--- src/rtl/control_avance_pipeline_pkg.sv ---
`default_nettype none
// ============================================================================
// Module      : control_avance_pipeline_pkg
// Description : Shared definitions for the pipeline advance controller.
//               Holds the 3-bit FSM state encoding and the default number
//               of drain cycles (EX, MEM, WB) that follow a HALT.
// Revision    : 1.0 - initial release
// ============================================================================
package control_avance_pipeline_pkg;

    // Default drain length: the HALT still has to cross EX, MEM and WB.
    localparam int unsigned c_DRAIN_CYCLES_DEFAULT = 3;

    // FSM state encoding
    typedef logic [2:0] state_t;

    localparam state_t ST_IDLE      = 3'd0;
    localparam state_t ST_RUN       = 3'd1;
    localparam state_t ST_STEP_WAIT = 3'd2;
    localparam state_t ST_STEP      = 3'd3;
    localparam state_t ST_DRAIN     = 3'd4;
    localparam state_t ST_HALTED    = 3'd5;

endpackage
`default_nettype wire

--- src/rtl/control_avance_pipeline_contador_saturado.sv ---
`default_nettype none
// ============================================================================
// Module      : contador_saturado
// Description : Up-counter that sticks at all-ones instead of wrapping.
//   i_clk   - clock, rising edge
//   i_rst   - synchronous active-high reset, clears the count
//   i_en    - count enable, one increment per enabled edge
//   o_count - current count (CNT_W bits)
// Revision    : 1.0 - initial release
// ============================================================================
module contador_saturado #(
    parameter int unsigned CNT_W = 16
) (
    input  logic             i_clk,
    input  logic             i_rst,
    input  logic             i_en,
    output logic [CNT_W-1:0] o_count
);

    logic [CNT_W-1:0] r_count;

    always_ff @(posedge i_clk) begin
        if (i_rst) begin
            r_count <= '0;
        end else if (i_en && (r_count != '1)) begin
            r_count <= r_count + CNT_W'(1);
        end
    end

    assign o_count = r_count;

endmodule
`default_nettype wire

--- src/rtl/control_avance_pipeline.sv ---
`default_nettype none
// ============================================================================
// Module      : control_avance_pipeline
// Description : Pipeline advance controller for the 5-stage MIPS core.
//               Combines hazard stall, ID-stage branch resolution and HALT
//               decode into PC / IF-ID enables, IF-ID flush and ID-EX bubble.
//               Sequences run, single-step and halt-drain for the debug unit
//               and keeps a saturating stall-cycle count.
//   i_clk / i_reset      - clock, synchronous active-high reset
//   i_run                - leave IDLE and start execution
//   i_debug_mode         - sampled in IDLE: 1 = step mode, 0 = continuous
//   i_debug_step         - one-cycle pulse, advance one clock (step mode)
//   i_stall              - hazard unit stall request
//   i_branch_taken       - branch/jump resolved taken in ID
//   i_halt_ID            - HALT instruction sits in ID
//   o_pc_write           - PC register enable
//   o_if_id_write        - IF/ID register enable
//   o_if_id_flush        - load NOP into IF/ID on next edge
//   o_id_ex_bubble       - zero ID/EX control fields on next edge
//   o_halted             - registered, pipeline empty after HALT
//   o_stall_count        - saturating count of stall cycles
// Revision    : 1.0 - initial release
// ============================================================================
module control_avance_pipeline
    import control_avance_pipeline_pkg::*;
#(
    parameter int unsigned DRAIN_CYCLES = c_DRAIN_CYCLES_DEFAULT,
    parameter int unsigned CNT_W        = 16
) (
    input  logic             i_clk,
    input  logic             i_reset,
    input  logic             i_run,
    input  logic             i_debug_mode,
    input  logic             i_debug_step,
    input  logic             i_stall,
    input  logic             i_branch_taken,
    input  logic             i_halt_ID,
    output logic             o_pc_write,
    output logic             o_if_id_write,
    output logic             o_if_id_flush,
    output logic             o_id_ex_bubble,
    output logic             o_halted,
    output logic [CNT_W-1:0] o_stall_count
);

    localparam int unsigned c_DW = (DRAIN_CYCLES > 1) ? $clog2(DRAIN_CYCLES) : 1;
    localparam logic [c_DW-1:0] c_DRAIN_LOAD = c_DW'(DRAIN_CYCLES - 1);

    state_t          r_state;
    logic [c_DW-1:0] r_drain_cnt;
    logic            r_halted;

    logic w_advancing;
    logic w_accept_halt;
    logic w_count_en;

    assign w_advancing   = (r_state == ST_RUN) || (r_state == ST_STEP);
    // A stalled HALT stays parked in ID; drain starts only once it moves on.
    assign w_accept_halt = w_advancing && i_halt_ID && !i_stall;
    assign w_count_en    = w_advancing && i_stall;

    always_ff @(posedge i_clk) begin
        if (i_reset) begin
            r_state     <= ST_IDLE;
            r_drain_cnt <= '0;
            r_halted    <= 1'b0;
        end else begin
            case (r_state)
                ST_IDLE: begin
                    if (i_run) begin
                        r_state <= i_debug_mode ? ST_STEP_WAIT : ST_RUN;
                    end
                end
                ST_STEP_WAIT: begin
                    if (i_debug_step) begin
                        r_state <= ST_STEP;
                    end
                end
                ST_RUN: begin
                    if (w_accept_halt) begin
                        r_state     <= ST_DRAIN;
                        r_drain_cnt <= c_DRAIN_LOAD;
                    end
                end
                ST_STEP: begin
                    // One-cycle state: any step pulse seen here is dropped.
                    if (w_accept_halt) begin
                        r_state     <= ST_DRAIN;
                        r_drain_cnt <= c_DRAIN_LOAD;
                    end else begin
                        r_state <= ST_STEP_WAIT;
                    end
                end
                ST_DRAIN: begin
                    // Drain runs free of step mode so the pipe always empties.
                    if (r_drain_cnt == '0) begin
                        r_state  <= ST_HALTED;
                        r_halted <= 1'b1;
                    end else begin
                        r_drain_cnt <= r_drain_cnt - c_DW'(1);
                    end
                end
                ST_HALTED: begin
                    r_halted <= 1'b1;
                end
                default: begin
                    r_state     <= ST_IDLE;
                    r_drain_cnt <= '0;
                    r_halted    <= 1'b0;
                end
            endcase
        end
    end

    // Mealy outputs: zero latency from the hazard / branch / halt inputs.
    always_comb begin
        o_pc_write     = 1'b0;
        o_if_id_write  = 1'b0;
        o_if_id_flush  = 1'b0;
        o_id_ex_bubble = 1'b0;
        if (w_advancing) begin
            o_pc_write     = !i_stall && !i_halt_ID;
            o_if_id_write  = !i_stall && !i_halt_ID;
            // Stall and halt both outrank a taken branch.
            o_if_id_flush  = i_branch_taken && !i_stall && !i_halt_ID;
            o_id_ex_bubble = i_stall;
        end else if (r_state == ST_DRAIN) begin
            // Freeze fetch and push NOPs in behind the HALT.
            o_if_id_flush  = 1'b1;
            o_id_ex_bubble = 1'b1;
        end
    end

    assign o_halted = r_halted;

    contador_saturado #(
        .CNT_W (CNT_W)
    ) u_stall_cnt (
        .i_clk   (i_clk),
        .i_rst   (i_reset),
        .i_en    (w_count_en),
        .o_count (o_stall_count)
    );

endmodule
`default_nettype wire

--- config.mk ---
export PLATFORM = sky130hd
export DESIGN_NAME = control_avance_pipeline
export DESIGN_NICKNAME = d
export VERILOG_FILES = /design/src/rtl/control_avance_pipeline_pkg.sv /design/src/rtl/control_avance_pipeline_contador_saturado.sv /design/src/rtl/control_avance_pipeline.sv
export SDC_FILE = /design/constraint.sdc
export NUM_CORES = 1
export LEC_CHECK = 0
export ABC_AREA = 1
export BUFFER_PORTS_ARGS = -buffer_cell sky130_fd_sc_hd__buf_2
export CAP_MARGIN = 20
export CORE_ASPECT_RATIO = 1.5
export CORE_MARGIN = 2
export CORE_UTILIZATION = 35
export CTS_CLUSTER_SIZE = 20
export DETAILED_ROUTE_END_ITERATION = 6
export MAX_ROUTING_LAYER = met4
export PLACE_DENSITY = 0.64
export SLEW_MARGIN = 15
export SYNTH_ARGS = -nofsm -noshare
export SYNTH_HDL_FRONTEND = slang
export SYNTH_HIERARCHICAL = 1
export SYNTH_SLANG_ARGS = --single-unit
--- constraint.sdc ---
create_clock -name i_clk -period 4 [get_ports i_clk]
set_input_delay 0.2 -clock i_clk [delete_from_list [all_inputs] [get_ports i_clk]]
set_output_delay 0.2 -clock i_clk [all_outputs]
set_load 0.005 [all_outputs]
==> impl_metrics.env, run 1 <==
export IMPL_clk_pin_slew_ns=0.08
export IMPL_clock_sinks=22
export IMPL_layout_commonest_cell="nand2_1"
export IMPL_ys_types=28
export IMPL_postRouteAntennaNets=0
export IMPL_syn_inst=220
export IMPL_setup_viol=0
export IMPL_place_inst=290
export IMPL_cp_max_fo=9
export IMPL_antenna_found_initial=0
export IMPL_startpoint_type="register"
export IMPL_cts_setup_buffers=0
export IMPL_synth_area_um2=1390
export IMPL_vias=1442
export IMPL_critPathKind="register to register"
export IMPL_clk_insertion_delay_late_ns=0.26
export IMPL_route_detailed_drc=0
export IMPL_viasPerCell=4.90
export IMPL_ctsRootBufferMaster="clkbuf_8"
export IMPL_yosysTopAreaCellShare_pct=31.7
export IMPL_relSlewSlack_pct=64.2
export IMPL_synth_edf_count=0
export IMPL_fin_nets=260
export IMPL_first_iter_violations=37
export IMPL_synth_top_cell_by_area="dfxtp_1"
export IMPL_status="finished clean"
export IMPL_grt_pass1_vias=1330
export IMPL_final_hold_viol_count=0
export IMPL_ys_seq_elements=22
export IMPL_power_density_nw_per_um2=437
export IMPL_holdWs_ns=0.160
export IMPL_die_h_um=81.2
export IMPL_setup_tns_ns=0
export IMPL_r2r_cells=9
export IMPL_avgSynthCellArea_um2=6.32
export IMPL_routed_wl_mm=3.33
export IMPL_grt_pass1_wl_mm=5.55
export IMPL_p_leak_uw=0.000756
export IMPL_syn_num_nets=230
export IMPL_grt_overflow=0
export IMPL_finalCritPeriodShare_pct=48.0
export IMPL_area_growth_pct=16.7
export IMPL_nFillCells=440
export IMPL_power_frac_clock_pct=22.7
export IMPL_cap_violations=0
export IMPL_worstPathRequired_ns=4.16
export IMPL_hold_class="input pin to register"
export IMPL_cts_tree="yes"
export IMPL_regArea_um2=440
export IMPL_regToRegSetupSlack_ns=2.08
export IMPL_hold_path_depth=2
export IMPL_cts_resized=0
export IMPL_cts_buffers=3
export IMPL_die_x_um=55.5
export IMPL_grtUsageTotal_pct=15.6
export IMPL_mostFrequentLayoutCells="nand2_1 (64), nor2_1 (43), buf_2 (28)"
export IMPL_drive_gt1_share_pct=25.7
export IMPL_switching_share_pct=38.3
export IMPL_final_util_pct=41.7
export IMPL_final_cells=294
export IMPL_drv_slew=0
export IMPL_rsz0062_at_grt="no"
export IMPL_crit_arrival_ns=2.08
export IMPL_pwr_share_seq_pct=39.5
export IMPL_die_area_um2=4500
export IMPL_yosys_warnings=6
export IMPL_antenna_cells=0
export IMPL_start_util_pct=35.7
export IMPL_cp_end_kind="register"
export IMPL_switchingPower_uw=271
export IMPL_fmax_ghz=0.521
export IMPL_io_buffers=28
export IMPL_irDropWorstVdd_uv=219
export IMPL_pin_count=29
export IMPL_synthTopCellsByArea="dfxtp_1 (32%), nand2_1 (17%), nor2_1 (12%)"
export IMPL_wire_per_inst_um=11.3
export IMPL_async_flop_share_pct=0
export IMPL_rows=28
export IMPL_worstMarginPinSlew_ns=0.536
export IMPL_p_comb_share_pct=37.8
export IMPL_yosysSeqAreaShare_pct=31.7
export IMPL_placed_area_um2=1570
export IMPL_cts_hold_buf=0
export IMPL_grt_max_degree=17
export IMPL_synth_top_flop_cell="dfxtp_1"
export IMPL_fin_crit_ns=1.92
export IMPL_gp_congestion=0.853
export IMPL_skew_ns=0.00441
export IMPL_cell_internal_pwr_uw=437
export IMPL_post_route_cell_area_um2=1620
export IMPL_design_core_area_um2=3890
export IMPL_cts_path_max_buffers=2
export IMPL_multi_input_area_um2=851
export IMPL_first_pass_iters=4
export IMPL_htreeDepth=1
export IMPL_dp_hpwl_mm=2.61
[kinds of logic (layout without fill, tap and decap cells)]
group	count (synthesis)	after routing	synth area share, %
buffers and inverters	24	53	7.11
DFF	22	22	31.7
and+or+nand+nor	156	156	52.7
adders and majority gates	2	2	1.80
AOI/OAI and AO/OA	16	16	6.66
[routing by layer]
| layer | global-route usage (%) | part of all wire (%) |
|---|---|---|
| met4 | 5.61 | 0.99 |
| met2 | 32.1 | 56 |
| met1 | 14.4 | 40 |
| met3 | 1.91 | 3.7 |
| met5 | - | 0 |
[power groups by stage]
stage               clock (uW)  combinational, uW  sequential (uW)
finish                     161                268              280
CTS                        169                271              280
global placement             0                263              284
detailed placement           0                269              285
global route               174                307              284
floorplan                    0                209              279
[critical path: stages, from the launching register on]
cell and delay [ns]:
dfxtp_1 0.35, inv_2 0.17, nand2_1 0.14, nor2_1 0.42, nand3_1 0.15, or2_0 0.22
nor2_1 0.16, nand3_1 0.09, nand2_1 0.08, nor2_1 0.04
[worst paths after layout]
check                 startpoint                      end
setup reg to reg      r_state[2]  u_stall_cnt/o_count[13]
hold reg to reg   r_drain_cnt[0]           r_drain_cnt[0]
hold / removal           i_reset               r_state[1]
setup / recovery      r_state[2]  u_stall_cnt/o_count[13]
[sequential cells by signal, summed over array words and instances (netlist names)]
register,cells
o_halted,1
r_state,3
r_drain_cnt,2
u_stall_cnt/o_count,16
[per-stage QoR]
stage,worst slack (ns),power [uW]
after floorplan,2.47,488
after global placement,2.19,547
after detailed placement,2.13,554
after CTS,2.12,720
after global routing,1.90,765
final,2.08,708
[synthesized netlist by cell type (2+ instances only)]
master / count
nand2_1: 64
nor2_1: 43
dfxtp_1: 22
inv_1: 18
nand3_1: 16
nor2_2: 15
a21oi_1: 9
nand2_2: 5
nand4_1: 3
nor2_4: 3
ha_1: 2
inv_2: 2
nand3_2: 2
o21ai_0: 2
[cell type report]
cell class | count | share of cell area (%)
sequential | 22 | 27.2
timing repair buffer | 28 | 8.64
tap | 45 | 3.47
clock buffer | 4 | 3.40
multi-input combinational | 174 | 52.5
inverter | 21 | 4.86
(Power assumes the default switching activity.)
==> inputs of run 2 (changes only) <==
--- a/config.mk
+++ b/config.mk
@@ -14,7 +14,7 @@
 export CTS_CLUSTER_SIZE = 20
 export DETAILED_ROUTE_END_ITERATION = 6
 export MAX_ROUTING_LAYER = met4
-export PLACE_DENSITY = 0.64
+export PLACE_DENSITY = 0.66
 export SLEW_MARGIN = 15
 export SYNTH_ARGS = -nofsm -noshare
 export SYNTH_HDL_FRONTEND = slang
==> constraint.sdc (replaced) <==
create_clock -name i_clk -period 1.7 [get_ports i_clk]
set_input_delay 0.085 -clock i_clk [delete_from_list [all_inputs] [get_ports i_clk]]
set_output_delay 0.085 -clock i_clk [all_outputs]
set_load 0.005 [all_outputs]
==> run 2 against run 1 <==
Flip-flop and latch count did not move. Critical path depth fell by 2. Die area did not move. Sequential share of layout area fell by 0.61 points.
==> impl_metrics.env, run 2 (synthesis gave the netlist of run 1 again) <==
export IMPL_status="finished clean"
export IMPL_startpoint_type="register"
export IMPL_irDropWorstVdd_uv=571
export IMPL_start_util_pct=35.7
export IMPL_dp_hpwl_mm=2.55
export IMPL_pin_count=29
export IMPL_routed_wl_mm=3.17
export IMPL_cts_setup_buffers=0
export IMPL_die_h_um=81.2
export IMPL_worstPathRequired_ns=1.92
export IMPL_final_util_pct=42.7
export IMPL_antenna_found_initial=0
export IMPL_clock_sinks=22
export IMPL_critPathKind="register to register"
export IMPL_final_cells=299
export IMPL_place_inst=295
export IMPL_mostFrequentLayoutCells="nand2_1 (64), nor2_1 (43), buf_2 (28)"
export IMPL_grt_overflow=0
export IMPL_cts_path_max_buffers=2
export IMPL_grt_pass1_wl_mm=5.34
export IMPL_worstMarginPinSlew_ns=0.500
export IMPL_area_growth_pct=19.4
export IMPL_ctsRootBufferMaster="clkbuf_8"
export IMPL_skew_ns=0.00455
export IMPL_largest_reg_flops=16
export IMPL_first_iter_violations=49
export IMPL_fmax_ghz=0.660
export IMPL_cts_resized=0
export IMPL_finalCritPeriodShare_pct=89.2
export IMPL_postRouteAntennaNets=0
export IMPL_viasPerCell=4.74
export IMPL_power_density_nw_per_um2=1030
export IMPL_wire_per_inst_um=10.6
export IMPL_relSlewSlack_pct=66.6
export IMPL_antenna_cells=0
export IMPL_vias=1417
export IMPL_final_hold_viol_count=0
export IMPL_setup_tns_ns=0
export IMPL_io_buffers=28
export IMPL_grt_max_degree=17
export IMPL_route_detailed_drc=0
export IMPL_grtUsageTotal_pct=15.1
export IMPL_cts_tree="yes"
export IMPL_die_area_um2=4500
export IMPL_fin_nets=265
export IMPL_htreeDepth=1
export IMPL_cts_buffers=3
export IMPL_drive_gt1_share_pct=27.2
export IMPL_cap_violations=0
export IMPL_cts_hold_buf=0
export IMPL_setup_viol=0
export IMPL_clk_insertion_delay_late_ns=0.27
export IMPL_rows=28
export IMPL_cp_max_fo=7
export IMPL_drv_slew=0
export IMPL_first_pass_iters=4
export IMPL_design_core_area_um2=3890
export IMPL_die_x_um=55.5
export IMPL_rsz0062_at_grt="no"
export IMPL_gp_congestion=0.874
export IMPL_cp_end_kind="register"
export IMPL_clk_pin_slew_ns=0.09
export IMPL_grt_pass1_vias=1320
export IMPL_p_leak_uw=0.000782
export IMPL_layout_commonest_cell="nand2_1"
export IMPL_hold_class="input pin to register"
export IMPL_fin_crit_ns=1.52
export IMPL_crit_arrival_ns=1.73
run 2: cell types whose count changed in the layout (fill, tap and decap cells not counted):
cell and delta:
buf_4 +5
run 2: power breakdown:
group / leakage [uW] / total [uW] / switching [uW] / internal (uW)
sequential: 0.000178 / 639 / 57.4 / 582
combinational: 0.000575 / 685 / 407 / 279
clock: 0.0000288 / 391 / 184 / 207
run 2: final timing paths:
kind         slack [ns]                   start  cells past startpoint                      end
max                0.18  u_stall_cnt/o_count[0]                      7  u_stall_cnt/o_count[14]
min                0.03                 i_reset                      2               r_state[1]
max reg2reg        0.18  u_stall_cnt/o_count[0]                      7  u_stall_cnt/o_count[14]
min reg2reg        0.49          r_drain_cnt[0]                      2           r_drain_cnt[0]
run 2: metrics by stage:
step | power [uW] | hold slack (ns) | cell area [um^2] | worst slack, ns
after global placement | 1340 | 0.321 | 1600 | 0.183
after detailed placement | 1340 | 0.321 | 1600 | 0.194
after CTS | 1730 | 0.0350 | 1660 | 0.184
after global routing | 1840 | 0.0424 | 1660 | 0.00614
final | 1720 | 0.0342 | 1660 | 0.184
after floorplan | 1150 | 0.154 | 1390 | 0.172
run 2: metal layers:
metal  vias up  share of wire, %  GRT usage (%)
li1        758                 -              -
met1       623                40           14.1
met2        32                55           30.4
met3         4               4.2           2.39
met4         0               1.4           6.10
met5         -                 0              -
run 2: cell type report:
cell class,count,area (um^2)
multi-input cells,174,851
fillers,440,2230
well taps,45,56.3
repair buffers,33,178
clock buffers,4,55.1
inverters,21,78.8
flip-flops and latches,22,440
run 2: critical path, stage by stage, from the launching register on:
cell and delay [ns]:
dfxtp_1 0.41, ha_1 0.19, inv_1 0.05, nor2_2 0.19, nand4_1 0.30, nand3_1 0.18
nand2_1 0.06, nor2_1 0.09
==> inputs of run 3 (changes only) <==
--- a/config.mk
+++ b/config.mk
@@ -10,11 +10,11 @@
 export CAP_MARGIN = 20
 export CORE_ASPECT_RATIO = 1.5
 export CORE_MARGIN = 2
-export CORE_UTILIZATION = 35
+export CORE_UTILIZATION = 48
 export CTS_CLUSTER_SIZE = 20
 export DETAILED_ROUTE_END_ITERATION = 6
 export MAX_ROUTING_LAYER = met4
-export PLACE_DENSITY = 0.66
+export PLACE_DENSITY = 0.83
 export SLEW_MARGIN = 15
 export SYNTH_ARGS = -nofsm -noshare
 export SYNTH_HDL_FRONTEND = slang
==> run 3 against run 2 <==
Clock skew is 0.0026 ns lower. Register-to-register slack about the same. Wire length is 0.69% higher. Fmax grew 0.62%. Critical path type unchanged. Critical endpoint is now u_stall_cnt/o_count[13].
==> impl_metrics.env, run 3 (synthesis gave the netlist of run 1 again) <==
export IMPL_fmax_ghz=0.664
export IMPL_cts_buffers=3
export IMPL_cts_tree="yes"
export IMPL_ctsRootBufferMaster="clkbuf_8"
export IMPL_startpoint="r_state[2]"
export IMPL_power_density_nw_per_um2=1030
export IMPL_gp_congestion=0.931
export IMPL_grt_pass1_wl_mm=5.19
export IMPL_largest_reg_flops=16
export IMPL_area_growth_pct=19.1
export IMPL_grt_pass1_vias=1358
export IMPL_finalCritPeriodShare_pct=88.6
export IMPL_postRouteAntennaNets=0
export IMPL_fin_crit_ns=1.51
export IMPL_htreeDepth=1
export IMPL_vias=1462
export IMPL_cts_path_max_buffers=2
export IMPL_start_util_pct=51.4
export IMPL_fin_nets=265
export IMPL_clock_sinks=22
export IMPL_status="finished clean"
export IMPL_relSlewSlack_pct=66.4
export IMPL_crit_arrival_ns=1.67
export IMPL_first_pass_iters=5
export IMPL_grtUsageTotal_pct=21.2
export IMPL_antenna_cells=0
export IMPL_mostFrequentLayoutCells="nand2_1 (64), nor2_1 (43), buf_2 (28)"
export IMPL_io_buffers=28
export IMPL_drv_slew=0
export IMPL_cap_violations=0
export IMPL_p_leak_uw=0.000782
export IMPL_die_h_um=69.9
export IMPL_clk_pin_slew_ns=0.08
export IMPL_routed_wl_mm=3.19
export IMPL_skew_ns=0.00191
export IMPL_wire_per_inst_um=11.0
export IMPL_cp_max_fo=4
export IMPL_setup_viol=0
export IMPL_holdWs_ns=0.0423
export IMPL_rsz0062_at_grt="no"
export IMPL_route_detailed_drc=0
export IMPL_irDropWorstVdd_uv=801
export IMPL_pin_count=29
export IMPL_setup_slack_ns=0.193
export IMPL_first_iter_violations=54
export IMPL_dp_slack_ns=0.181
export IMPL_clk_insertion_delay_late_ns=0.26
export IMPL_layout_commonest_cell="nand2_1"
export IMPL_viasPerCell=5.02
export IMPL_cp_end_kind="register"
export IMPL_worstPathRequired_ns=1.86
export IMPL_reg2reg_from="r_state[2]"
export IMPL_dp_hpwl_mm=2.47
export IMPL_final_hold_viol_count=0
export IMPL_rows=23
export IMPL_cts_setup_buffers=0
export IMPL_hold_class="input pin to register"
export IMPL_antenna_found_initial=0
export IMPL_design_core_area_um2=2710
export IMPL_holdCritStartpoint="i_reset"
export IMPL_grt_max_degree=17
export IMPL_die_area_um2=3350
export IMPL_drive_gt1_share_pct=27.6
export IMPL_final_util_pct=61.2
export IMPL_worstMarginPinSlew_ns=0.504
export IMPL_startpoint_type="register"
export IMPL_setup_tns_ns=0
export IMPL_grt_overflow=0
export IMPL_die_x_um=47.9
export IMPL_critPathKind="register to register"
run 3: changes by cell type in the layout (fill, tap and decap cells not counted):
cell / previous run / this run
nor2_4: 3 / 4
dfxtp_2: 0 / 1
nor2_2: 15 / 14
dfxtp_1: 22 / 21
run 3: final cells by class:
type | instances | area [um^2]
clock buffers | 4 | 55.1
fillers | 286 | 1050
inverters | 21 | 78.8
multi-input cells | 174 | 856
flip-flops and latches | 22 | 442
well taps | 37 | 46.3
repair buffers | 33 | 178
run 3: timing repair:
item / 4_1_cts / 5_1_grt
hold buffers: 0 / 0
gates resized for setup: 0 / 2
setup endpoints to repair: 0 / 4
run 3: routing by layer:
layer / share of wire (%) / GRT usage [%]
met5: 0 / -
met4: 3.3 / 11.7
met1: 40 / 22.0
met2: 53 / 35.7
met3: 4.4 / 2.58
run 3: worst paths after layout:
check | endpoint | slack [ns] | cells after the start
setup reg to reg | u_stall_cnt/o_count[13] | 0.19 | 9
hold / removal | r_state[1] | 0.04 | 2
hold reg to reg | r_drain_cnt[0] | 0.49 | 2
setup / recovery | u_stall_cnt/o_count[13] | 0.19 | 9
run 3: metrics by stage:
stage,cell area (um^2),total power (uW),cells
2_1_floorplan,1390,1150,220
3_3_place_gp,1590,1340,287
3_5_place_dp,1590,1340,287
4_1_cts,1650,1720,291
5_1_grt,1660,1840,291
6_report,1660,1710,291
run 3: where the power goes:
part / internal (uW) / switching [uW] / leakage, uW
Sequential: 583 / 56.0 / 0.000179
Clock: 207 / 169 / 0.0000288
Combinational: 280 / 417 / 0.000575
run 3: critical path: stages, from the launching register on:
cell and delay [ns]:
dfxtp_1 0.33, inv_2 0.05, nand2_1 0.09, nor2_1 0.24, nand3_1 0.13, or2_0 0.21
nor2_1 0.14, nand3_1 0.10, nand2_1 0.07, nor2_1 0.04
